--- config.mk ---
export PLATFORM = sky130hd
export DESIGN_NAME = memory_arbiter
export DESIGN_NICKNAME = d
export VERILOG_FILES = /design/src/rtl/memory_arbiter_pkg.sv /design/src/rtl/memory_arbiter.sv
export SDC_FILE = /design/constraint.sdc
export NUM_CORES = 1
export LEC_CHECK = 0
export ABC_AREA = 1
export CAP_MARGIN = 5
export CORE_ASPECT_RATIO = 0.7
export CORE_MARGIN = 4
export CORE_UTILIZATION = 55
export CTS_CLUSTER_DIAMETER = 100
export DETAILED_ROUTE_END_ITERATION = 10
export GPL_TIMING_DRIVEN = 1
export PLACE_DENSITY = 0.92
export SYNTH_ARGS = -nofsm -noshare
export SYNTH_HDL_FRONTEND = slang
export SYNTH_SLANG_ARGS = --single-unit
--- constraint.sdc ---
create_clock -name clk -period 5 [get_ports clk]
set_clock_uncertainty 0.05 [all_clocks]
set_input_delay 0.75 -clock clk [delete_from_list [all_inputs] [get_ports clk]]
set_output_delay 0.75 -clock clk [all_outputs]
set_load 0.02 [all_outputs]
--- src/rtl/memory_arbiter_pkg.sv ---
// rtl/memory_arbiter_pkg.sv - shared widths, op codes and load helpers for the memory arbiter
package memory_arbiter_pkg;

  localparam int XLEN           = 32;
  localparam int ROB_SIZE_WIDTH = 4;
  localparam int INST_OP_WIDTH  = 4;

  localparam logic [XLEN-1:0] IO_ADDR = 32'h30000;

  localparam logic [INST_OP_WIDTH-1:0] LB  = 4'd0;
  localparam logic [INST_OP_WIDTH-1:0] LH  = 4'd1;
  localparam logic [INST_OP_WIDTH-1:0] LW  = 4'd2;
  localparam logic [INST_OP_WIDTH-1:0] LBU = 4'd3;
  localparam logic [INST_OP_WIDTH-1:0] LHU = 4'd4;
  localparam logic [INST_OP_WIDTH-1:0] SB  = 4'd5;
  localparam logic [INST_OP_WIDTH-1:0] SH  = 4'd6;
  localparam logic [INST_OP_WIDTH-1:0] SW  = 4'd7;

  function automatic logic [2:0] op_bytes(input logic [INST_OP_WIDTH-1:0] op);
    case (op)
      LB, LBU, SB: return 3'd1;
      LH, LHU, SH: return 3'd2;
      default:     return 3'd4;
    endcase
  endfunction

  function automatic logic [XLEN-1:0] extend_load(input logic [INST_OP_WIDTH-1:0] op,
                                                  input logic [XLEN-1:0] word);
    case (op)
      LB:      return {{24{word[7]}}, word[7:0]};
      LH:      return {{16{word[15]}}, word[15:0]};
      LBU:     return {24'b0, word[7:0]};
      LHU:     return {16'b0, word[15:0]};
      default: return word;
    endcase
  endfunction

endpackage

--- src/rtl/memory_arbiter.sv ---
// rtl/memory_arbiter.sv - serialises fetch, load and store accesses onto the byte-wide RAM/IO port
module memory_arbiter
  import memory_arbiter_pkg::*;
(
  input  logic                      clk,
  input  logic                      rst,
  input  logic                      rdy,
  input  logic                      flush,
  input  logic                      io_buffer_full,
  input  logic                      if_req,
  input  logic [XLEN-1:0]           if_addr,
  output logic                      if_ready,
  output logic [XLEN-1:0]           if_inst,
  input  logic                      lsb_mem_enable,
  input  logic [INST_OP_WIDTH-1:0]  lsb_mem_op,
  input  logic [XLEN-1:0]           lsb_mem_addr,
  input  logic [ROB_SIZE_WIDTH-1:0] lsb_mem_id,
  input  logic                      rob_store_enable,
  input  logic [INST_OP_WIDTH-1:0]  rob_store_op,
  input  logic [XLEN-1:0]           rob_store_addr,
  input  logic [XLEN-1:0]           rob_store_data,
  output logic                      mem_busy,
  output logic                      mem_data_ready,
  output logic [XLEN-1:0]           mem_data,
  output logic [ROB_SIZE_WIDTH-1:0] mem_id,
  output logic                      store_done,
  input  logic [7:0]                ram_din,
  output logic [7:0]                ram_dout,
  output logic [XLEN-1:0]           ram_a,
  output logic                      ram_wr
);

  localparam logic [1:0] S_IDLE  = 2'd0;
  localparam logic [1:0] S_READ  = 2'd1;
  localparam logic [1:0] S_WRITE = 2'd2;

  logic [1:0]                state;
  logic                      pend_valid, pend_store;
  logic [INST_OP_WIDTH-1:0]  pend_op, cur_op;
  logic [XLEN-1:0]           pend_addr, pend_data, cur_addr, cur_data;
  logic [ROB_SIZE_WIDTH-1:0] pend_id, cur_id;
  logic                      cur_fetch, wr_r;
  logic [2:0]                cnt, next_k, n_cur;
  logic [23:0]               rbuf;
  logic [XLEN-1:0]           asm_word;

  logic                      use_pend_st, use_pend_ld, st_avail, ld_avail;
  logic                      grant_store, grant_load, grant_fetch;
  logic [INST_OP_WIDTH-1:0]  st_op, ld_op;
  logic [XLEN-1:0]           st_addr, st_data, ld_addr;
  logic [ROB_SIZE_WIDTH-1:0] ld_id;

  // The slot takes precedence over a same-cycle pulse; requesters never pulse while it is full.
  assign use_pend_st = pend_valid && pend_store;
  assign use_pend_ld = pend_valid && !pend_store;
  assign st_avail    = use_pend_st || rob_store_enable;
  assign st_op       = use_pend_st ? pend_op   : rob_store_op;
  assign st_addr     = use_pend_st ? pend_addr : rob_store_addr;
  assign st_data     = use_pend_st ? pend_data : rob_store_data;
  assign ld_op       = use_pend_ld ? pend_op   : lsb_mem_op;
  assign ld_addr     = use_pend_ld ? pend_addr : lsb_mem_addr;
  assign ld_id       = use_pend_ld ? pend_id   : lsb_mem_id;
  assign ld_avail    = (use_pend_ld || lsb_mem_enable) && !flush;

  assign grant_store = (state == S_IDLE) && st_avail && !((st_addr == IO_ADDR) && io_buffer_full);
  assign grant_load  = (state == S_IDLE) && !st_avail && ld_avail;
  assign grant_fetch = (state == S_IDLE) && !st_avail && !ld_avail && if_req && !flush;

  assign mem_busy = pend_valid || lsb_mem_enable || rob_store_enable || (state != S_IDLE);
  assign ram_wr   = wr_r && rdy;
  assign n_cur    = op_bytes(cur_op);
  assign next_k   = cnt + 3'd1;

  // The last byte is taken straight from ram_din so the result is ready one cycle earlier.
  always_comb begin
    asm_word = '0;
    case (n_cur)
      3'd1:    asm_word = {24'b0, ram_din};
      3'd2:    asm_word = {16'b0, ram_din, rbuf[7:0]};
      default: asm_word = {ram_din, rbuf};
    endcase
  end

  always_ff @(posedge clk) begin
    if (rst) begin
      state <= S_IDLE;  pend_valid <= 1'b0; pend_store <= 1'b0;
      pend_op <= '0;    pend_addr <= '0;    pend_data <= '0;  pend_id <= '0;
      cur_op <= '0;     cur_addr <= '0;     cur_data <= '0;   cur_id <= '0;
      cur_fetch <= 1'b0; cnt <= '0;         rbuf <= '0;       wr_r <= 1'b0;
      ram_a <= '0;      ram_dout <= '0;     if_ready <= 1'b0; if_inst <= '0;
      mem_data_ready <= 1'b0; mem_data <= '0; mem_id <= '0;   store_done <= 1'b0;
    end else if (rdy) begin
      if_ready       <= 1'b0;
      mem_data_ready <= 1'b0;
      store_done     <= 1'b0;

      if ((grant_store && use_pend_st) || (grant_load && use_pend_ld) || (flush && use_pend_ld))
        pend_valid <= 1'b0;
      if (lsb_mem_enable && !flush && !(grant_load && !use_pend_ld)) begin
        pend_valid <= 1'b1; pend_store <= 1'b0;
        pend_op <= lsb_mem_op; pend_addr <= lsb_mem_addr; pend_id <= lsb_mem_id;
      end
      if (rob_store_enable && !(grant_store && !use_pend_st)) begin
        pend_valid <= 1'b1; pend_store <= 1'b1;
        pend_op <= rob_store_op; pend_addr <= rob_store_addr; pend_data <= rob_store_data;
      end

      case (state)
        S_IDLE: begin
          cnt <= '0;
          if (grant_store) begin
            state <= S_WRITE; cur_op <= st_op; cur_addr <= st_addr; cur_data <= st_data;
            ram_a <= st_addr; ram_dout <= st_data[7:0]; wr_r <= 1'b1;
          end else if (grant_load) begin
            state <= S_READ; cur_op <= ld_op; cur_addr <= ld_addr; cur_id <= ld_id;
            cur_fetch <= 1'b0; ram_a <= ld_addr;
          end else if (grant_fetch) begin
            state <= S_READ; cur_op <= LW; cur_addr <= if_addr; cur_fetch <= 1'b1;
            ram_a <= if_addr;
          end
        end
        S_READ: begin
          if (flush) begin
            state <= S_IDLE;
            ram_a <= '0;
          end else begin
            case (cnt)
              3'd1:    rbuf[7:0]   <= ram_din;
              3'd2:    rbuf[15:8]  <= ram_din;
              3'd3:    rbuf[23:16] <= ram_din;
              default: ;
            endcase
            if (cnt == n_cur) begin
              state <= S_IDLE;
              if (cur_fetch) begin
                if_ready <= 1'b1;
                if_inst  <= asm_word;
              end else begin
                mem_data_ready <= 1'b1;
                mem_data       <= extend_load(cur_op, asm_word);
                mem_id         <= cur_id;
              end
            end else if (next_k < n_cur) begin
              ram_a <= cur_addr + {{(XLEN-3){1'b0}}, next_k};
            end else begin
              ram_a <= '0;
            end
            cnt <= next_k;
          end
        end
        S_WRITE: begin
          // Stores are already committed, so flush does not interrupt them.
          if (next_k == n_cur) begin
            state <= S_IDLE; wr_r <= 1'b0; ram_a <= '0; ram_dout <= '0;
            store_done <= 1'b1;
          end else begin
            ram_a    <= cur_addr + {{(XLEN-3){1'b0}}, next_k};
            ram_dout <= cur_data[{next_k[1:0], 3'b000} +: 8];
          end
          cnt <= next_k;
        end
        default: state <= S_IDLE;
      endcase
    end
  end

endmodule

# Yosys cells after proc, flatten, opt, wreduce, memory -nomap -nowiden
# Index checks and enable logic that the tools add are counted.
[word_totals] out_inout_bits=113 word_cells=174 register_bits=288 in_bits=156
[classes] add_sub_neg=2 n_eq_ne=21 n_shift=1 bitwise_logic=3 n_reduce_logical=65 n_lt_le_gt_ge=1 mux=56
[ops] cell="2-to-1 mux 32 bit" count=12
[ops] cell="one-hot mux 32 bit (4 select lines)" count=1
[ops] cell="one-hot mux 32 bit (3 select lines)" count=1
[ops] cell="one-hot mux 32 bit (2 select lines)" count=1
[ops] cell="adder 32 x 3 -> 32 bit" count=1
[ops] cell="== test 32 x 18 -> 1 bit (second input constant)" count=1
[ops] cell="2-to-1 mux 4 bit" count=8
[ops] cell="AND reduction 4 bit" count=8
[ops] cell="indexed part select 32 x 6 -> 8 bit" count=1
[ops] cell="logical AND 1 bit" count=20
[ops] cell="2-to-1 mux 1 bit" count=19
[ops] cell="2-to-1 mux 8 bit" count=2
[ops] cell="one-hot mux 8 bit (2 select lines)" count=1
[ops] cell="== test 4 x 3 -> 1 bit (second input constant)" count=3
[ops] cell="2-to-1 mux 2 bit" count=6
[ops] cell="AND reduction 3 bit" count=4
[ops] cell="AND reduction 5 bit" count=2
[ops] cell="== test 3 x 2 -> 1 bit (second input constant)" count=3
[ops] cell="logical NOT 1 bit" count=9
[ops] cell="one-hot mux 3 bit (3 select lines)" count=1
[ops] cell="nonzero test 3 bit" count=3
[ops] cell="AND reduction 2 bit" count=4
[ops] cell="nonzero test 2 bit" count=4
[ops] cell="logical OR 1 bit" count=7
[ops] cell="19 further kinds" count=27

# Longest topological paths before layout
[logic_depth] ltp_word=12 ltp_mapped=20

# Worst setup path after synthesis
# Ideal clock, no wire load.
[synth_timing] path_type="register to register" start="reg cnt[0]" end="reg ram_a[27]" stages_incl_launch_ff=19 setup_slack_ps=1793 synth_period_minus_slack_ps=3207 required_time_ps=4837 setup_time_ps=113 arrival_time_ps=3044 cell_sequence="dfxtp_1 -> clkinv_1 -> buf_1 -> ha_1 -> clkinv_1 -> ha_1 -> nand2_1 -> nor3_1 -> nand2_1 -> nand2_1 -> inv_1 -> nor2_1 -> nand2_1 -> nor2_1 -> nand3_1 -> nand3_1 -> nand2_1 -> nor2_1 -> nor2_1"
[synth_between] elab_chain_len=6 elab_cells_between_ends=12 cone_classes="add/sub: 2; order compare: 1; eq/ne: 3; mux: 5; reduce/logical: 1"
[synth_rtl] item="start, declared" line="memory_arbiter.sv:43" source="logic [2:0] cnt, next_k, n_cur;"
[synth_rtl] item="start signal, assigned" line="memory_arbiter.sv:148" source="cnt <= next_k;"
[synth_rtl] item="start signal, assigned" line="memory_arbiter.sv:160" source="cnt <= next_k;"
[synth_rtl] item="adder 3 x 1 -> 3 bit" line="memory_arbiter.sv:72" source="assign next_k = cnt + 3'd1;"
[synth_rtl] item="adder 32 x 3 -> 32 bit / < comparator 3 bit (equally long branches)" line="memory_arbiter.sv:144, memory_arbiter.sv:157, memory_arbiter.sv:143"
[synth_rtl] item="2-to-1 mux 32 bit" line="memory_arbiter.sv:143" source="end else if (next_k < n_cur) begin"
[synth_rtl] item="2-to-1 mux 32 bit" line="memory_arbiter.sv:133" source="if (cnt == n_cur) begin"
[synth_rtl] item="2-to-1 mux 32 bit" line="memory_arbiter.sv:123" source="if (flush) begin"
[synth_rtl] item="one-hot mux 32 bit (3 select lines)" line="memory_arbiter.sv:108" source="case (state)"
[synth_rtl] item="end signal, assigned" line="memory_arbiter.sv:119" source="ram_a <= if_addr;"
[synth_rtl] item="end signal, assigned" line="memory_arbiter.sv:144" source="ram_a <= cur_addr + {{(XLEN-3){1'b0}}, next_k};"
[synth_rtl] item="end signal, assigned" line="memory_arbiter.sv:157" source="ram_a <= cur_addr + {{(XLEN-3){1'b0}}, next_k};"
[synth_rtl] item="end, declared" line="memory_arbiter.sv:29" source="output logic [XLEN-1:0] ram_a,"
# Parallel ways exist; a longest one is shown, timed or not. The select of a mux whose other input is x is not followed.
# A chain may end at the register's enable or synchronous reset.

# Final worst setup path
[layout_timing] start="reg cur_op[2]" end="reg mem_data[16]"
[layout_between] elab_chain_len=6 elab_cells_between_ends=15 cone_classes="eq/ne: 8; mux: 3; reduce/logical: 4"
[layout_rtl] item="start, declared" line="memory_arbiter.sv:39" source="logic [INST_OP_WIDTH-1:0] pend_op, cur_op;"
[layout_rtl] item="start signal, assigned" line="memory_arbiter.sv:88" source="cur_op <= '0; cur_addr <= '0; cur_data <= '0; cur_id <= '0;"
[layout_rtl] item="start signal, assigned" line="memory_arbiter.sv:112" source="state <= S_WRITE; cur_op <= st_op; cur_addr <= st_addr; cur_data <= st_data;"
[layout_rtl] item="start signal, assigned" line="memory_arbiter.sv:115" source="state <= S_READ; cur_op <= ld_op; cur_addr <= ld_addr; cur_id <= ld_id;"
[layout_rtl] item="== test 4 x 3 -> 1 bit, or another cell as far along" line="memory_arbiter_pkg.sv:20, memory_arbiter_pkg.sv:29"
[layout_rtl] item="OR reduction 3 bit" line="memory_arbiter_pkg.sv:20" source="case (op)"
[layout_rtl] item="one-hot mux 3 bit (2 select lines)" line="memory_arbiter_pkg.sv:20"
[layout_rtl] item="== test 3 x 2 -> 1 bit / == test 3 x 1 -> 1 bit (equally long branches)" line="memory_arbiter.sv:77" source="case (n_cur)"
[layout_rtl] item="one-hot mux 32 bit (2 select lines)" line="memory_arbiter.sv:77"
[layout_rtl] item="one-hot mux 32 bit (4 select lines)" line="memory_arbiter_pkg.sv:29" source="case (op)"
[layout_rtl] item="end signal, assigned" line="memory_arbiter.sv:140" source="mem_data <= extend_load(cur_op, asm_word);"
[layout_rtl] item="end, declared" line="memory_arbiter.sv:24" source="output logic [XLEN-1:0] mem_data,"
# Parallel ways exist; a longest one is shown, timed or not.

==> summary.txt <==
Run status
  • Status: complete, no violations

Routing
  • Final antenna-violating net count: 0
  • Final WL: approximately 53000 um
  • # DRC: 0
  • Routed len/inst: roughly 18 um
  • Via density: between 5 and 6
  • First drt pass iteration count: 8
  • DR iter-0 viols: 2287
  • Total vias in the final route: between 15000 and 20000

Clock tree
  • Hold buffer count at cts: 0
  • TritonCTS clock tree: yes
  • CTS Buffer Depth: 3
  • Postcts setup bufs: 0
  • Root Driver: clkbuf_16
  • Latest clock arrival within the worst-skew pair: roughly 0.55 ns
  • H-tree depth: 1
  • CTS Buf Count: 29
  • Post_cts resized: 0
  • Clock-pin slew on the worst setup and hold paths: roughly 0.07 ns
  • TritonCTS Sinks: roughly 290

Timing
  • PnR worst setup slack: 0.942 ns
  • Max Slew Vio Count: 0
  • Tmin final: slightly above 4 ns
  • Fin crit share: between 80% and 90%
  • Final setup violation count: 0
  • TNS Setup: 0 ns
  • RSZ-0062 raised after global routing: false
  • Worst rel slew slack: a little under a quarter
  • Final hold vios: 0
  • Worst slew pin tran: 1.14 ns
  • Fmax: approximately 250 MHz

Power and ir drop
  • VDD IR max: about 0.30 mV
  • Lkg Pwr: about 8.5 nW
  • Power density over the cells: about 340 nW/um2

Worst setup path
  • Critical path data arrival time: 4.47 ns
  • Critical path class: reg2reg
  • CP endpoint kind: register
  • Crit path required time: between 5 and 6 ns
  • Max FO, Critical Path: 38
  • Type of origin of the critical path: register

Layout
  • Number of fill cells in the layout: approximately 2300
  • Multi-input gate area: 8210 um2
  • Register area: roughly 5800 um2
  • Layout cells sized above 1: roughly 3.7%
  • Layout Nets: around 2800
  • Synthesis-to-layout area growth: 23.8%

Logic synthesis
  • Register area share after synthesis: approximately 37%
  • #FFs+latches synth: between 200 and 300
  • Synth unique cells: 37
  • Synth Net Count: 2652
  • Synthesized cell area: between 15000 and 20000 um2
  • Ys Warns: 0
  • Avg Synthesized Cell Area: 6.29 um2
  • Syn Inst Count: ~2500

GRT
  • Vias in the first global route: ~16000
  • Met1 usage in global routing: between 40% and 50%
  • GRT overflow: 0
  • Grt met2 use: a little under half
  • First-pass GRT wire length: about 83000 um
  • GRT Overall Usage: 32.3%
  • Largest net degree at the start of global routing: 103
  • Routing usage on met3: a little under a tenth
  • Antenna violations before repair: 2
  • Most Used Layer, Global Route: met1

Worst hold path
  • Worst hold path type: reg2reg

Flow run
  • Max cap viols: 0

Placed design
  • Final HPWL DP: between 30000 and 40000 um
  • DP Worst Slack: approximately 1.1 ns
  • Final RePlAce weighted congestion: 0.965
  • # port buffers: 268

Floorplan
  • Initial Util: 55.9%
  • IO Pins: around 270
  • Die ar.: ~31000 um2
  • Core ar.: between 20000 and 30000 um2
  • Die Height: between 100 and 150 um
  • Row count: 51
  • Width of the chip: 209 um
## layout by cell type, fill, tap and decap left out, types with 12 or more instances in the layout
cell / synthesis / final
nand2_1: 661 / 661
nor2_1: 396 / 395
nand3_1: 200 / 200
buf_4: 6 / 29
ha_1: 17 / 17
nand3b_1: 15 / 15
a21oi_1: 139 / 138
a31oi_1: 30 / 30
dfxtp_1: 288 / 288
clkdlybuf4s50_1: 0 / 267
o21ai_0: 193 / 193
nor3_1: 12 / 12
clkbuf_16: 0 / 29
o22ai_1: 21 / 21
inv_1: 238 / 237
o211ai_1: 52 / 52
nand4_1: 17 / 17
## Yosys cell counts, drive strengths merged
| library cell | instances | area share (%) |
|---|---|---|
| o31ai | 1 | 0.048 |
| dfxtp | 288 | 37 |
| nand3b | 15 | 0.72 |
| o21ai | 203 | 6.5 |
| a31oi | 30 | 1.2 |
| buf | 66 | 2.6 |
| a22oi | 3 | 0.14 |
| nand2 | 666 | 16 |
| nand4 | 17 | 0.68 |
| a21oi | 139 | 4.5 |
| nor3 | 12 | 0.39 |
| a211oi | 4 | 0.19 |
| inv | 241 | 5.8 |
| o22ai | 21 | 0.84 |
| nand3 | 204 | 6.7 |
| clkbuf | 81 | 1.9 |
| a21o | 1 | 0.048 |
| or2 | 2 | 0.080 |
| clkinv | 5 | 0.12 |
| fa | 1 | 0.13 |
| nor2 | 398 | 9.6 |
| o211ai | 52 | 2.5 |
| xor2 | 2 | 0.11 |
| nor4 | 1 | 0.040 |
| o211a | 8 | 0.51 |
| ha | 17 | 1.4 |
## registers in the layout, summed over array words and instances (netlist names), 4 cells and up
signal	flops
cur_addr	32
cur_data	32
if_inst	32
mem_data	32
pend_addr	32
pend_data	32
ram_a	32
rbuf	24
ram_dout	8
cur_id	4
cur_op	4
mem_id	4
pend_id	4
pend_op	4
## cell type report
type / count / share of cell area, %
well taps: 371 / 2.40
inverters: 246 / 4.80
clock inverters: 17 / 1.22
diodes: 2 / 0.0259
repair buffers: 298 / 15.1
clock buffers: 36 / 4.05
flip-flops and latches: 288 / 29.9
multi-input cells: 1797 / 42.5
## metal layers
metal / up-vias / share of wire [%]
met2: 1126 / 40
met4: 0 / 2.8
met3: 159 / 14
met5: - / 0
met1: 7968 / 43
li1: 8357 / -
## kinds of logic (layout without fill, tap and decap cells)
group | after synthesis | after routing | synth area share [%]
AND/OR/NAND/NOR | 1315 | 1315 | 34.4
AO/OA/AOI/OAI | 462 | 462 | 16.5
buffers and inverters | 393 | 597 | 10.5
flip-flops | 288 | 288 | 37.0
adder cells (fa/ha/maj) | 18 | 18 | 1.49
XOR/XNOR | 2 | 2 | 0.112
other | 0 | 2 | 0
## per-stage QoR
stage	power [W]	utilization (%)	instances	area [um2]	hold slack, ns
4_1_cts	0.00655	69.2	3053	19300	0.407
2_1_floorplan	0.00364	-	2478	15600	0.380
3_3_place_gp	0.00421	65.6	3000	18300	0.389
3_5_place_dp	0.00425	65.6	3000	18300	0.398
5_1_grt	0.00688	69.2	3055	19300	0.433
6_report	0.00660	69.2	3055	19300	0.406
## final timing paths
| path | start | to | slack (ns) | depth (start not counted) |
|---|---|---|---|---|
| setup / recovery | cur_op[2]$_SDFFE_PP0P_ | mem_data[16]$_SDFFE_PP0P_ | 0.94 | 15 |
| hold / removal | rbuf[5]$_SDFFE_PP0P_ | rbuf[5]$_SDFFE_PP0P_ | 0.41 | 2 |
| setup reg to reg | cur_op[2]$_SDFFE_PP0P_ | mem_data[16]$_SDFFE_PP0P_ | 0.94 | 15 |
| hold reg to reg | rbuf[5]$_SDFFE_PP0P_ | rbuf[5]$_SDFFE_PP0P_ | 0.41 | 2 |
## power breakdown
group          switching (W)  internal (W)  total [W]
Combinational        0.00110      0.000578    0.00168
Clock               0.000953       0.00138    0.00233
Sequential          0.000128       0.00247    0.00259
Total                0.00218       0.00442    0.00660
## critical path: stages (launching register included)
cell and delay, ns:
dfxtp_1 0.33, nor2_1 0.24, inv_1 0.11, nor3_1 0.17
inv_1 0.17, nand2_1 0.15, inv_1 0.08, ha_1 0.30
buf_4 0.25, inv_1 0.38, nand2_1 0.14, o21ai_0 0.31
nand4_1 0.37, nand2_1 0.58, a31oi_1 0.10, a21oi_1 0.22
(Power assumes the default switching activity.)
